### src/rtl/iq_pkg.sv
// Shared definitions for the instruction queue path.
// Holds base-word field positions, the extension address width,
// the parcel decoder FSM states and the decoded-instruction struct
// that instruction_queue also stores.
package iq_pkg;

  localparam int ADDR_W = 48;

  // Base-word field positions
  localparam int MAJOR_HI    = 31;
  localparam int MAJOR_LO    = 28;
  localparam int SRC1_HI     = 27;
  localparam int SRC1_LO     = 23;
  localparam int SRC2_HI     = 22;
  localparam int SRC2_LO     = 18;
  localparam int OSCALE_HI   = 17;
  localparam int OSCALE_LO   = 16;
  localparam int DEST_HI     = 15;
  localparam int DEST_LO     = 11;
  localparam int MINOR_HI    = 10;
  localparam int MINOR_LO    = 7;
  localparam int HASADDR_BIT = 6;
  localparam int OFFSUB_BIT  = 5;
  localparam int RSVD_HI     = 4;
  localparam int RSVD_LO     = 0;

  typedef enum logic [2:0] {
    BASE_HI = 3'd0,
    BASE_LO = 3'd1,
    ADDR0   = 3'd2,
    ADDR1   = 3'd3,
    ADDR2   = 3'd4,
    EMIT    = 3'd5
  } dec_state_t;

  typedef struct packed {
    logic [3:0]        major_op;
    logic [4:0]        src1;
    logic [4:0]        src2;
    logic [1:0]        off_scale;
    logic [4:0]        dest;
    logic [3:0]        minor_op;
    logic              has_addr;
    logic              off_sub;
    logic [ADDR_W-1:0] address;
  } decoded_t;

endpackage

### src/rtl/iq_field_extract.sv
// Combinational slicing of a 32-bit base word into instruction fields.
// Ports:
//   base     - assembled 32-bit base word
//   addr     - extension address to carry along (caller zeroes it when unused)
//   dec      - decoded instruction
//   rsvd_err - reserved bits [4:0] are nonzero
module iq_field_extract
  import iq_pkg::*;
(
  input  logic [31:0]       base,
  input  logic [ADDR_W-1:0] addr,
  output decoded_t          dec,
  output logic              rsvd_err
);

  assign dec.major_op  = base[MAJOR_HI:MAJOR_LO];
  assign dec.src1      = base[SRC1_HI:SRC1_LO];
  assign dec.src2      = base[SRC2_HI:SRC2_LO];
  assign dec.off_scale = base[OSCALE_HI:OSCALE_LO];
  assign dec.dest      = base[DEST_HI:DEST_LO];
  assign dec.minor_op  = base[MINOR_HI:MINOR_LO];
  assign dec.has_addr  = base[HASADDR_BIT];
  assign dec.off_sub   = base[OFFSUB_BIT];
  assign dec.address   = addr;
  assign rsvd_err      = |base[RSVD_HI:RSVD_LO];

endmodule

### src/rtl/instruction_parcel_decoder.sv
// Producer side of the instruction queue: gathers 16-bit fetch parcels
// into a 32-bit base word plus optional 48-bit address and presents the
// decoded fields to the queue, holding them while the queue is full.
// Ports:
//   clk, reset            - clock, synchronous active-high reset
//   parcel_in/_valid_in   - fetch parcel stream; parcel_ready_out accepts
//   flush_in              - drop any partial or held instruction
//   queue_full_in         - queue backpressure
//   *_out fields          - registered decoded instruction
//   stall_out             - 1 when no instruction is presented
//   reserved_err_out      - presented instruction has nonzero bits [4:0]
//   instr_count_out       - instructions handed to the queue (wraps)
module instruction_parcel_decoder #(
  parameter int PARCEL_W = 16,  // only 16 supported
  parameter int ADDR_W   = 48,  // must be 3*PARCEL_W
  parameter int CNT_W    = 16
) (
  input  logic                clk,
  input  logic                reset,
  input  logic [PARCEL_W-1:0] parcel_in,
  input  logic                parcel_valid_in,
  output logic                parcel_ready_out,
  input  logic                flush_in,
  input  logic                queue_full_in,
  output logic [3:0]          MajorOpcode_out,
  output logic [4:0]          Source1_out,
  output logic [4:0]          Source2_out,
  output logic [1:0]          OffsetScale_out,
  output logic [4:0]          Destination_out,
  output logic [3:0]          MinorOpcode_out,
  output logic                HasAddress_out,
  output logic                OffsetSub_out,
  output logic [ADDR_W-1:0]   Address_out,
  output logic                stall_out,
  output logic                reserved_err_out,
  output logic [CNT_W-1:0]    instr_count_out
);
  import iq_pkg::*;

  dec_state_t       state;
  logic             stall_q;
  logic [31:0]      base_q;
  logic [31:0]      addr_q;   // Address[47:16]; [15:0] arrives with the last parcel
  decoded_t         instr_q;
  logic             rsvd_q;
  logic [CNT_W-1:0] count_q;

  logic        xfer;
  logic [31:0] base_next;
  logic [ADDR_W-1:0] addr_next;
  decoded_t    dec;
  logic        rsvd;

  assign parcel_ready_out = (state != EMIT);
  assign xfer = parcel_valid_in && parcel_ready_out;

  // The decoder is loaded on entry to EMIT from one of two places:
  // BASE_LO (no address, low parcel live on the bus, address forced 0)
  // or ADDR2 (base already registered, last address parcel live).
  assign base_next = (state == BASE_LO) ? {base_q[31:16], parcel_in} : base_q;
  assign addr_next = (state == BASE_LO) ? '0 : {addr_q, parcel_in};

  iq_field_extract u_extract (
    .base     (base_next),
    .addr     (addr_next),
    .dec      (dec),
    .rsvd_err (rsvd)
  );

  always_ff @(posedge clk) begin
    if (reset) begin
      state   <= BASE_HI;
      stall_q <= 1'b1;
      base_q  <= '0;
      addr_q  <= '0;
      instr_q <= '0;
      rsvd_q  <= 1'b0;
      count_q <= '0;
    end else if (flush_in) begin
      // Any parcel accepted this cycle is consumed and dropped; fields keep values.
      state   <= BASE_HI;
      stall_q <= 1'b1;
    end else begin
      case (state)
        BASE_HI: if (xfer) begin
          base_q[31:16] <= parcel_in;
          state         <= BASE_LO;
        end
        BASE_LO: if (xfer) begin
          base_q[15:0] <= parcel_in;
          if (parcel_in[HASADDR_BIT]) begin
            state <= ADDR0;
          end else begin
            state   <= EMIT;
            stall_q <= 1'b0;
            instr_q <= dec;
            rsvd_q  <= rsvd;
          end
        end
        ADDR0: if (xfer) begin
          addr_q[31:16] <= parcel_in;
          state         <= ADDR1;
        end
        ADDR1: if (xfer) begin
          addr_q[15:0] <= parcel_in;
          state        <= ADDR2;
        end
        ADDR2: if (xfer) begin
          state   <= EMIT;
          stall_q <= 1'b0;
          instr_q <= dec;
          rsvd_q  <= rsvd;
        end
        EMIT: if (!queue_full_in) begin
          state   <= BASE_HI;
          stall_q <= 1'b1;
          count_q <= count_q + CNT_W'(1);
        end
        default: begin
          state   <= BASE_HI;
          stall_q <= 1'b1;
        end
      endcase
    end
  end

  assign MajorOpcode_out  = instr_q.major_op;
  assign Source1_out      = instr_q.src1;
  assign Source2_out      = instr_q.src2;
  assign OffsetScale_out  = instr_q.off_scale;
  assign Destination_out  = instr_q.dest;
  assign MinorOpcode_out  = instr_q.minor_op;
  assign HasAddress_out   = instr_q.has_addr;
  assign OffsetSub_out    = instr_q.off_sub;
  assign Address_out      = instr_q.address;
  assign stall_out        = stall_q;
  assign reserved_err_out = rsvd_q;
  assign instr_count_out  = count_q;

endmodule

### config.mk
export PLATFORM = sky130hd
export DESIGN_NAME = instruction_parcel_decoder
export DESIGN_NICKNAME = d
export VERILOG_FILES = /design/src/rtl/iq_pkg.sv /design/src/rtl/iq_field_extract.sv /design/src/rtl/instruction_parcel_decoder.sv
export SDC_FILE = /design/constraint.sdc
export NUM_CORES = 1
export LEC_CHECK = 0
export ABC_AREA = 0
export ABC_CLOCK_PERIOD_IN_PS = 4200
export BUFFER_PORTS_ARGS = -buffer_cell sky130_fd_sc_hd__clkbuf_2
export CAP_MARGIN = 40
export CORE_MARGIN = 3
export CORE_UTILIZATION = 40
export DETAILED_ROUTE_END_ITERATION = 7
export PLACE_DENSITY = 0.67
export SYNTH_ARGS = -nofsm -noshare
export SYNTH_HDL_FRONTEND = slang
export SYNTH_HIERARCHICAL = 1
export SYNTH_SLANG_ARGS = --single-unit
### constraint.sdc
create_clock -name clk -period 4.2 [get_ports clk]
set_input_delay 0.84 -clock clk [delete_from_list [all_inputs] [get_ports clk]]
set_output_delay 0.84 -clock clk [all_outputs]
set_load 0.01 [all_outputs]
==> results of run 1 <==
-- worst paths after layout --
check / slack (ps) / cells after the start / to / from
worst max register to register: 1970 / 5 / Address_out[12]$_SDFFE_PP0P_ / state[2]$_SDFFE_PP0P_
worst min-delay path: 450 / 2 / addr_q[28]$_SDFFE_PP0P_ / addr_q[28]$_SDFFE_PP0P_
worst min register to register: 450 / 2 / addr_q[28]$_SDFFE_PP0P_ / addr_q[28]$_SDFFE_PP0P_
worst max-delay path: 1620 / 3 / parcel_ready_out / state[2]$_SDFFE_PP0P_
-- metal layers --
layer	GRT usage (%)	part of all wire (%)	vias up
li1	-	-	2816
met1	22.8	46	2553
met2	28.7	47	110
met3	4.59	5.7	23
met4	6.45	2.0	0
met5	0	0	-
-- worst max-delay path: stages (launching register included) --
cell      delay, ps
dfxtp_1         680
and3b_1         440
inv_1            70
clkbuf_2        130
-- area by class of cell --
cell class                      count  area share, %
Tap cell                          220           3.59
Timing Repair Buffer              122           8.90
Multi-Input combinational cell    588           38.3
Inverter                            4          0.196
Clock inverter                      5          0.702
Sequential cell                   160           41.8
Clock buffer                       26           6.51
-- through the flow --
stage / power, mW / setup WS [ps] / instances / area [sq um] / hold WS (ps)
2_1_floorplan: 1.68 / 2180 / 886 / 6970 / 432
3_5_place_dp: 1.71 / 1650 / 1094 / 7110 / 443
3_3_place_gp: 1.71 / 1690 / 1092 / 7070 / 438
6_report: 3.14 / 1620 / 1125 / 7660 / 450
4_1_cts: 3.17 / 1600 / 1125 / 7660 / 451
5_1_grt: 3.24 / 1490 / 1125 / 7660 / 466
-- cells in the final DEF, fill, tap and decap left out, types with 3 or more instances in the layout --
| cell | instances |
|---|---|
| clkbuf_1 | 5 |
| nand2_1 | 291 |
| or3_1 | 6 |
| nor2_1 | 13 |
| clkbuf_2 | 113 |
| mux2_2 | 17 |
| clkbuf_8 | 4 |
| and3_1 | 5 |
| nand4_1 | 5 |
| inv_1 | 4 |
| xor2_1 | 7 |
| buf_4 | 5 |
| clkbuf_16 | 17 |
| nor2b_1 | 51 |
| a21oi_1 | 148 |
| dfxtp_1 | 160 |
| clkinv_2 | 3 |
| nand3_1 | 7 |
| o21ai_0 | 11 |
-- registers in the layout, indices dropped and copies added (netlist names) --
name and flops:
HasAddress_out 1, OffsetScale_out 2, instr_count_out 16, Destination_out 5, OffsetSub_out 1, Address_out 48
Source1_out 5, addr_q 32, state 3, base_q 32, MajorOpcode_out 4, MinorOpcode_out 4
stall_out 1, Source2_out 5, reserved_err_out 1
-- power by group through the flow --
stage / registers (mW) / logic, mW / clock network [mW]
global route: 1.54 / 0.152 / 1.55
global placement: 1.57 / 0.135 / 0
floorplan: 1.57 / 0.115 / 0
finish: 1.54 / 0.140 / 1.46
CTS: 1.54 / 0.140 / 1.49
detailed placement: 1.57 / 0.139 / 0
-- kinds of logic (layout without fill, tap and decap cells) --
logic type | after synthesis | in the layout | share of synthesized area [%]
compound gates | 165 | 165 | 12.1
xor+xnor | 8 | 8 | 1.00
fa+ha+maj | 1 | 1 | 0.179
buf+inv | 138 | 157 | 12.2
flops | 160 | 160 | 45.9
mux | 17 | 17 | 2.74
simple gates | 397 | 397 | 25.9
==> flow_summary.json, run 1 <==
{
  "cp_max_fo": 15,
  "synth-seq-cells": 160,
  "seq_power_share_pct": 49.0,
  "final-hold-violation-count": 0,
  "yosysSeqAreaShare_pct": 45.9,
  "core_sq_um": 16800,
  "power_density_nw_per_um2": 410,
  "setup-violations-final": 0,
  "syn_inst": 886,
  "path_clk_slew_ps": 60,
  "insertion_delay_ps": 420,
  "numCtsBuffers": 17,
  "fin_util_pct": 45.6,
  "drv_cap": 0,
  "tritoncts": "yes",
  "clock.fmax_mhz": 387,
  "fin_crit_ps": 2580,
  "nets": 915,
  "die_x_um": 138,
  "multi_input_area_sq_um": 2940,
  "cts.path.max_buffers": 2,
  "synthTopCellsByCount": "nand2_1, dfxtp_1, a21oi_1",
  "wire_per_inst_um": 15.0,
  "cts_setup_buffers": 0,
  "cts_resized": 0,
  "ys_warn_count": 6,
  "root_buffer": "clkbuf_16",
  "rsz0062_at_grt": "no",
  "syn_area_per_cell_sq_um": 7.87,
  "dieArea_sq_um": 19100,
  "status": "completed",
  "drt-initial-drc-count": 345,
  "slew-limit-headroom_pct": 46.7,
  "htree_levels": 4,
  "grt_max_degree": 76,
  "critPathKind": "reg2out",
  "hold_path.class": "reg2reg",
  "cp-start-kind": "flop",
  "num_vias": 5502,
  "clock_sinks": 160,
  "antenna_found_initial": 0,
  "combPwrFrac_pct": 4.4,
  "drc": 0,
  "grt_pass1_wl_mm": 27.7,
  "synth_top_area_cell": "dfxtp_1",
  "netlist.area_leader.share_pct": 45.9,
  "ys.flop_type": "dfxtp_1",
  "slew_viol_final": 0,
  "clockPowerShare_pct": 46.6,
  "finalCritPeriodShare_pct": 61.5,
  "grt_overflow": 0,
  "skew_ps": 6.93,
  "worstPathRequired_ps": 3360,
  "synthTopCellsByArea": "dfxtp_1, nand2_1, a21oi_1",
  "initial_utilization_pct": 41.5,
  "netlist_area_sq_um": 6970,
  "p_sw_mw": 0.697,
  "boundaryPins": 115,
  "hpwl_mm": 10.9,
  "synth_edf_count": 0,
  "leakagePower_nw": 2.91,
  "antennaDiodeCount": 0,
  "drive_gt1_share_pct": 19.4,
  "gp_congestion": 0.777,
  "max_slew.worst_pin.slew_ps": 797,
  "vias_per_cell": 4.89,
  "fp.dieH_um": 138,
  "async_reset_ff_share_pct": 0,
  "num_rows": 47,
  "ff_latch_area_sq_um": 3200,
  "io_buffer_count": 114,
  "totalWireLength_mm": 16.9,
  "ant_nets": 0,
  "yosysMostFrequentCell": "nand2_1",
  "fin_setup_tns_ps": 0,
  "nFillCells": 1728,
  "intPower_mw": 2.45,
  "peakVddDrop_mv": 0.261,
  "dr.pass1.iters": 4,
  "syn_nets": 908,
  "track_usage_pct": 17.7,
  "crit_arrival_ps": 1740,
  "holdBufCountCts": 0,
  "cp-end-kind": "primary output",
  "area_growth_pct": 9.90,
  "swShare_pct": 22.2,
  "grt_pass1_vias": 5172,
  "ys_types": 40
}
Power figures use the tool's default switching activity.
==> run 2, diff against run 1 <==
ABC_CLOCK_PERIOD_IN_PS = 2640   (was 4200)
clock period = 2.64 ns   (was 4.2 ns; I/O delays follow)
==> run 2 against run 1 <==
Core utilization up 0.22 points. Clock skew up 3.2 ps. Largest cell class unchanged. Highest routed layer unchanged. Sequential power up 59%. Clock-buffer cell count down 7. Cell area up 0.49%. First-iteration DRC count up 20%. Register-to-register slack worse by 1600 ps.
==> flow_summary.json, run 2 (synthesis gave the netlist of run 1 again) <==
{
  "dieArea_sq_um": 19100,
  "critPathKind": "reg2out",
  "max_slew.worst_pin.slew_ps": 821,
  "clock_sinks": 160,
  "slew_viol_final": 0,
  "leakagePower_nw": 2.94,
  "fin_setup_tns_ps": 0,
  "io_buffer_count": 114,
  "numCtsBuffers": 17,
  "totalWireLength_mm": 16.8,
  "holdBufCountCts": 0,
  "fin_crit_ps": 2280,
  "layout_commonest_cell": "nand2_1",
  "dr.pass1.iters": 5,
  "largest_reg_flops": 48,
  "cp-start-kind": "flop",
  "tritoncts": "yes",
  "cp-end-kind": "primary output",
  "area_growth_pct": 10.4,
  "num_vias": 5475,
  "finalCritPeriodShare_pct": 86.2,
  "vias_per_cell": 4.82,
  "insertion_delay_ps": 420,
  "rsz0062_at_grt": "no",
  "track_usage_pct": 17.5,
  "drive_gt1_share_pct": 20.7,
  "cts.path.max_buffers": 2,
  "cp_slowest_stage_delay_ps": 690,
  "grt_pass1_wl_mm": 27.4,
  "grt_max_degree": 74,
  "htree_levels": 4,
  "wire_per_inst_um": 14.8,
  "antenna_found_initial": 0,
  "skew_ps": 10.2,
  "ant_nets": 0,
  "crit_arrival_ps": 1750,
  "cts_resized": 0,
  "root_buffer": "clkbuf_16",
  "final-hold-violation-count": 0,
  "die_x_um": 138,
  "peakVddDrop_mv": 0.497,
  "hold_path.class": "reg2reg",
  "antennaDiodeCount": 0,
  "initial_utilization_pct": 41.5,
  "cp_max_fo": 15,
  "slowest_stage": "dfxtp_1",
  "fp.dieH_um": 138,
  "power_density_nw_per_um2": 646,
  "cts_setup_buffers": 0,
  "worstPathRequired_ps": 2110,
  "drc": 0,
  "hpwl_mm": 11.1,
  "drt-initial-drc-count": 414,
  "path_cells": "and3b_1 -> inv_1 -> clkbuf_2",
  "num_rows": 47,
  "final_cell_mix": "nand2_1, dfxtp_1, a21oi_1",
  "setup-violations-final": 0,
  "boundaryPins": 115,
  "slew-limit-headroom_pct": 45.3,
  "grt_pass1_vias": 5102,
  "clock.fmax_mhz": 439,
  "grt_overflow": 0,
  "drv_cap": 0,
  "path_clk_slew_ps": 60,
  "status": "completed",
  "core_sq_um": 16800,
  "worst_hold_slack_ps": 450,
  "nets": 924,
  "gp_congestion": 0.758
}
[run 2: changes by cell type in the layout (fill, tap and decap cells not counted), moves of 2 or more]
cell | previous run | this run
buf_4 | 5 | 16
clkbuf_1 | 5 | 2
clkbuf_8 | 4 | 0
clkinv_2 | 3 | 5
clkinvlp_4 | 0 | 2
inv_6 | 0 | 3
[run 2: worst paths after layout]
kind | start | to | slack, ps | depth (start not counted)
worst min-delay path | addr_q[1]$_SDFFE_PP0P_ | addr_q[1]$_SDFFE_PP0P_ | 450 | 2
worst min register to register | addr_q[1]$_SDFFE_PP0P_ | addr_q[1]$_SDFFE_PP0P_ | 450 | 2
worst max-delay path | state[2]$_SDFFE_PP0P_ | parcel_ready_out | 360 | 3
worst max register to register | state[0]$_SDFFE_PP0P_ | base_q[14]$_SDFFE_PP0P_ | 390 | 4
[run 2: layer usage]
| metal | vias up | routed length [um] | global-route usage, % | part of all wire, % |
|---|---|---|---|---|
| li1 | 2828 | - | - | - |
| met1 | 2517 | 7860 | 23.6 | 47 |
| met2 | 115 | 7900 | 28.4 | 47 |
| met3 | 15 | 804 | 4.73 | 4.8 |
| met4 | 0 | 204 | 4.16 | 1.2 |
| met5 | - | 0 | 0 | 0 |
[run 2: where the power goes]
part           leakage, nW  switching [mW]  internal [mW]
Sequential            1.29          0.0124           2.43
Clock                0.268            1.00           1.30
Combinational         1.38           0.157         0.0693
Total                 2.94            1.17           3.80
[run 2: through the flow]
stage / setup WS (ps) / cell area [sq um] / utilization, % / power (mW) / std cells
after floorplan: 780 / 6970 / - / 2.68 / 886
after global placement: 525 / 7160 / 42.5 / 2.73 / 1103
after detailed placement: 396 / 7160 / 42.5 / 2.73 / 1103
after CTS: 350 / 7700 / 45.8 / 5.02 / 1135
after global routing: 179 / 7700 / 45.8 / 5.14 / 1135
final: 363 / 7700 / 45.8 / 4.97 / 1135
[run 2: critical path, delay by kind of cell, from the launching register on]
family	cells	cell delay (ps)
buffers and inverters	2	200
flip-flops	1	690
AND/OR/NAND/NOR	1	430
[run 2: final cells by class]
cell class | instances | area [sq um]
Timing Repair Buffer | 131 | 726
Clock inverter | 13 | 114
Multi-Input combinational cell | 588 | 2940
Sequential cell | 160 | 3200
Clock buffer | 19 | 433
Fill cell | 1721 | 9120
Tap cell | 220 | 275
Inverter | 4 | 15.0
==> run 3, diff against run 2 <==
ABC_AREA = 1   (was 0)
SLEW_MARGIN = 20   (was unset)
==> run 3 against run 2 <==
Cell area is 3.7% higher. Clock skew shrank 2.4 ps. Routed wire length grew 5.1%. Largest power group is now the clock network. Highest routed layer unchanged.
==> flow_summary.json, run 3 <==
{
  "status": "completed",
  "die_x_um": 140,
  "root_buffer": "clkbuf_16",
  "rr_startpoint": "state[0]$_SDFFE_PP0P_",
  "totalWireLength_mm": 17.6,
  "num_vias": 6123,
  "io_buffer_count": 114,
  "synthTopCellsByArea": "dfxtp_1, nor2_1, nand2_1",
  "grt_util_met2_pct": 29.7,
  "synth_edf_count": 0,
  "gp_congestion": 0.829,
  "reg2regPathDepth": 8,
  "slew-limit-headroom_pct": 61.1,
  "async_reset_ff_share_pct": 0,
  "tritoncts": "yes",
  "hpwl_mm": 11.9,
  "hold_path.class": "in2reg",
  "finalCritPeriodShare_pct": 81.2,
  "syn_inst": 1029,
  "setup_slack_ps": 497,
  "drc": 0,
  "power_density_nw_per_um2": 684,
  "hold_depth": 3,
  "drt-initial-drc-count": 418,
  "vias_per_cell": 4.76,
  "critPathTopFamily": "simple AND/OR/NAND/NOR gates",
  "boundaryPins": 115,
  "gr-usage-met3_pct": 4.40,
  "fin_cells": 1287,
  "final_cell_mix": "nor2_1, nand2_1, dfxtp_1",
  "worst_path_most_repeated_cell": "nand2_1",
  "initial_utilization_pct": 41.3,
  "slowest_stage": "dfxtp_1",
  "largest_reg_flops": 48,
  "grt_pass1_vias": 5615,
  "fp.dieH_um": 140,
  "worstPathRequired_ps": 2950,
  "cts_setup_buffers": 0,
  "layout_commonest_cell": "nor2_1",
  "fin_crit_ps": 2140,
  "drive_gt1_share_pct": 17.0,
  "area_growth_pct": 10.7,
  "num_rows": 48,
  "worst-r2r-setup-slack_ps": 500,
  "clock.fmax_mhz": 467,
  "fin_setup_tns_ps": 0,
  "dr.pass1.iters": 5,
  "ys_types": 28,
  "drv_cap": 0,
  "cp-end-kind": "flop",
  "ant_nets": 0,
  "wire_per_inst_um": 13.7,
  "final-hold-violation-count": 0,
  "slew_viol_final": 0,
  "hp-start": "flush_in",
  "path_buf_inv": 2,
  "fin_util_pct": 45.7,
  "top_usage_layer": "met2",
  "numCtsBuffers": 17,
  "grt_pass1_wl_mm": 29.1,
  "syn_area_per_cell_sq_um": 7.01,
  "critPathKind": "reg2reg",
  "yosysMostFrequentCell": "nor2_1",
  "cp_max_fo": 25,
  "max_slew.worst_pin.slew_ps": 583,
  "worst_hold_slack_ps": 425,
  "nets": 1072,
  "leakagePower_nw": 3.69,
  "path_cells": "inv_1 -> nor2_2 -> nand2_2 -> buf_4 -> nand2_1 -> nand2_1 -> o21ai_0 -> nor2_1",
  "insertion_delay_ps": 430,
  "skew_ps": 7.75,
  "synthTopCellsByCount": "nor2_1, nand2_1, dfxtp_1",
  "holdBufCountCts": 0,
  "place_ws_ps": 533,
  "antenna_found_initial": 0,
  "rr_endpoint": "HasAddress_out$_SDFFE_PP0P_",
  "core_sq_um": 17500,
  "clock_sinks": 160,
  "grtUsageMet1_pct": 24.6,
  "cp-start-kind": "flop",
  "finalInstanceArea_sq_um": 7990,
  "crit_arrival_ps": 2460,
  "placed_area_sq_um": 7340,
  "yosysSeqAreaShare_pct": 44.4,
  "netlist_area_sq_um": 7210,
  "hold_end": "stall_out$_SDFFE_PP1P_",
  "synth_top_area_cell": "dfxtp_1",
  "track_usage_pct": 18.4,
  "antennaDiodeCount": 0,
  "syn_nets": 1051,
  "cp_slowest_stage_delay_ps": 540,
  "power_mw": 5.46,
  "rsz0062_at_grt": "no",
  "peakVddDrop_mv": 0.480,
  "cts_resized": 0,
  "setup-violations-final": 0,
  "cts.path.max_buffers": 2,
  "ys_warn_count": 6,
  "htree_levels": 4,
  "grt_max_degree": 55,
  "path_clk_slew_ps": 60,
  "dieArea_sq_um": 19700,
  "netlist.area_leader.share_pct": 44.4,
  "grt_overflow": 0,
  "ys.flop_type": "dfxtp_1",
  "synth-seq-cells": 160,
  "dpl.cell_count": 1256
}
[run 3: area by class of cell]
class / count / area (sq um)
sequential: 160 / 3200
fill: 1816 / 9490
multi-input combinational: 657 / 2840
timing repair buffer: 129 / 696
inverter: 85 / 320
tap: 225 / 282
clock inverter: 11 / 176
clock buffer: 20 / 467
[run 3: cell families (layout without fill, tap and decap cells)]
kind of cell               count (synthesis)  in the layout  share of synthesized area (%)
and+or+nand+nor                          498            498                           28.2
buffers and inverters                    212            245                           16.2
DFF                                      160            160                           44.4
AOI/OAI and AO/OA                        158            158                           11.0
adders and majority gates                  1              1                          0.173
[run 3: routing by layer]
metal	share of wire, %	vias to the layer above	wire length (um)
met5	0	-	0
met4	1.3	0	224
met3	6.3	17	1100
met2	48	177	8460
met1	44	2744	7840
li1	-	3185	-
[run 3: report_power, final]
part	leakage, nW	total, mW	switching, mW	internal (mW)
logic	2.08	0.315	0.218	0.0972
registers	1.29	2.47	0.0212	2.45
clock network	0.313	2.68	1.01	1.66
total	3.69	5.46	1.25	4.21
[run 3: worst reg2reg max path: stages, from the launching register on]
cell and delay (ps):
dfxtp_1 540, inv_1 160, nor2_2 250, nand2_2 310, buf_4 340, nand2_1 90
nand2_1 40, o21ai_0 220, nor2_1 70
[run 3: how the worst max path moves through the flow]
stage / from / to / slack (ps) / cells past startpoint
after global routing: state[0]$_SDFFE_PP0P_ / Address_out[22]$_SDFFE_PP0P_ / 350 / 8
final: state[0]$_SDFFE_PP0P_ / HasAddress_out$_SDFFE_PP0P_ / 500 / 8
after floorplan: state[0]$_SDFFE_PP0P_ / HasAddress_out$_SDFFE_PP0P_ / 1020 / 11
after global placement: state[0]$_SDFFE_PP0P_ / HasAddress_out$_SDFFE_PP0P_ / 540 / 8
after CTS: state[0]$_SDFFE_PP0P_ / HasAddress_out$_SDFFE_PP0P_ / 510 / 8
after detailed placement: state[0]$_SDFFE_PP0P_ / Address_out[18]$_SDFFE_PP0P_ / 530 / 8
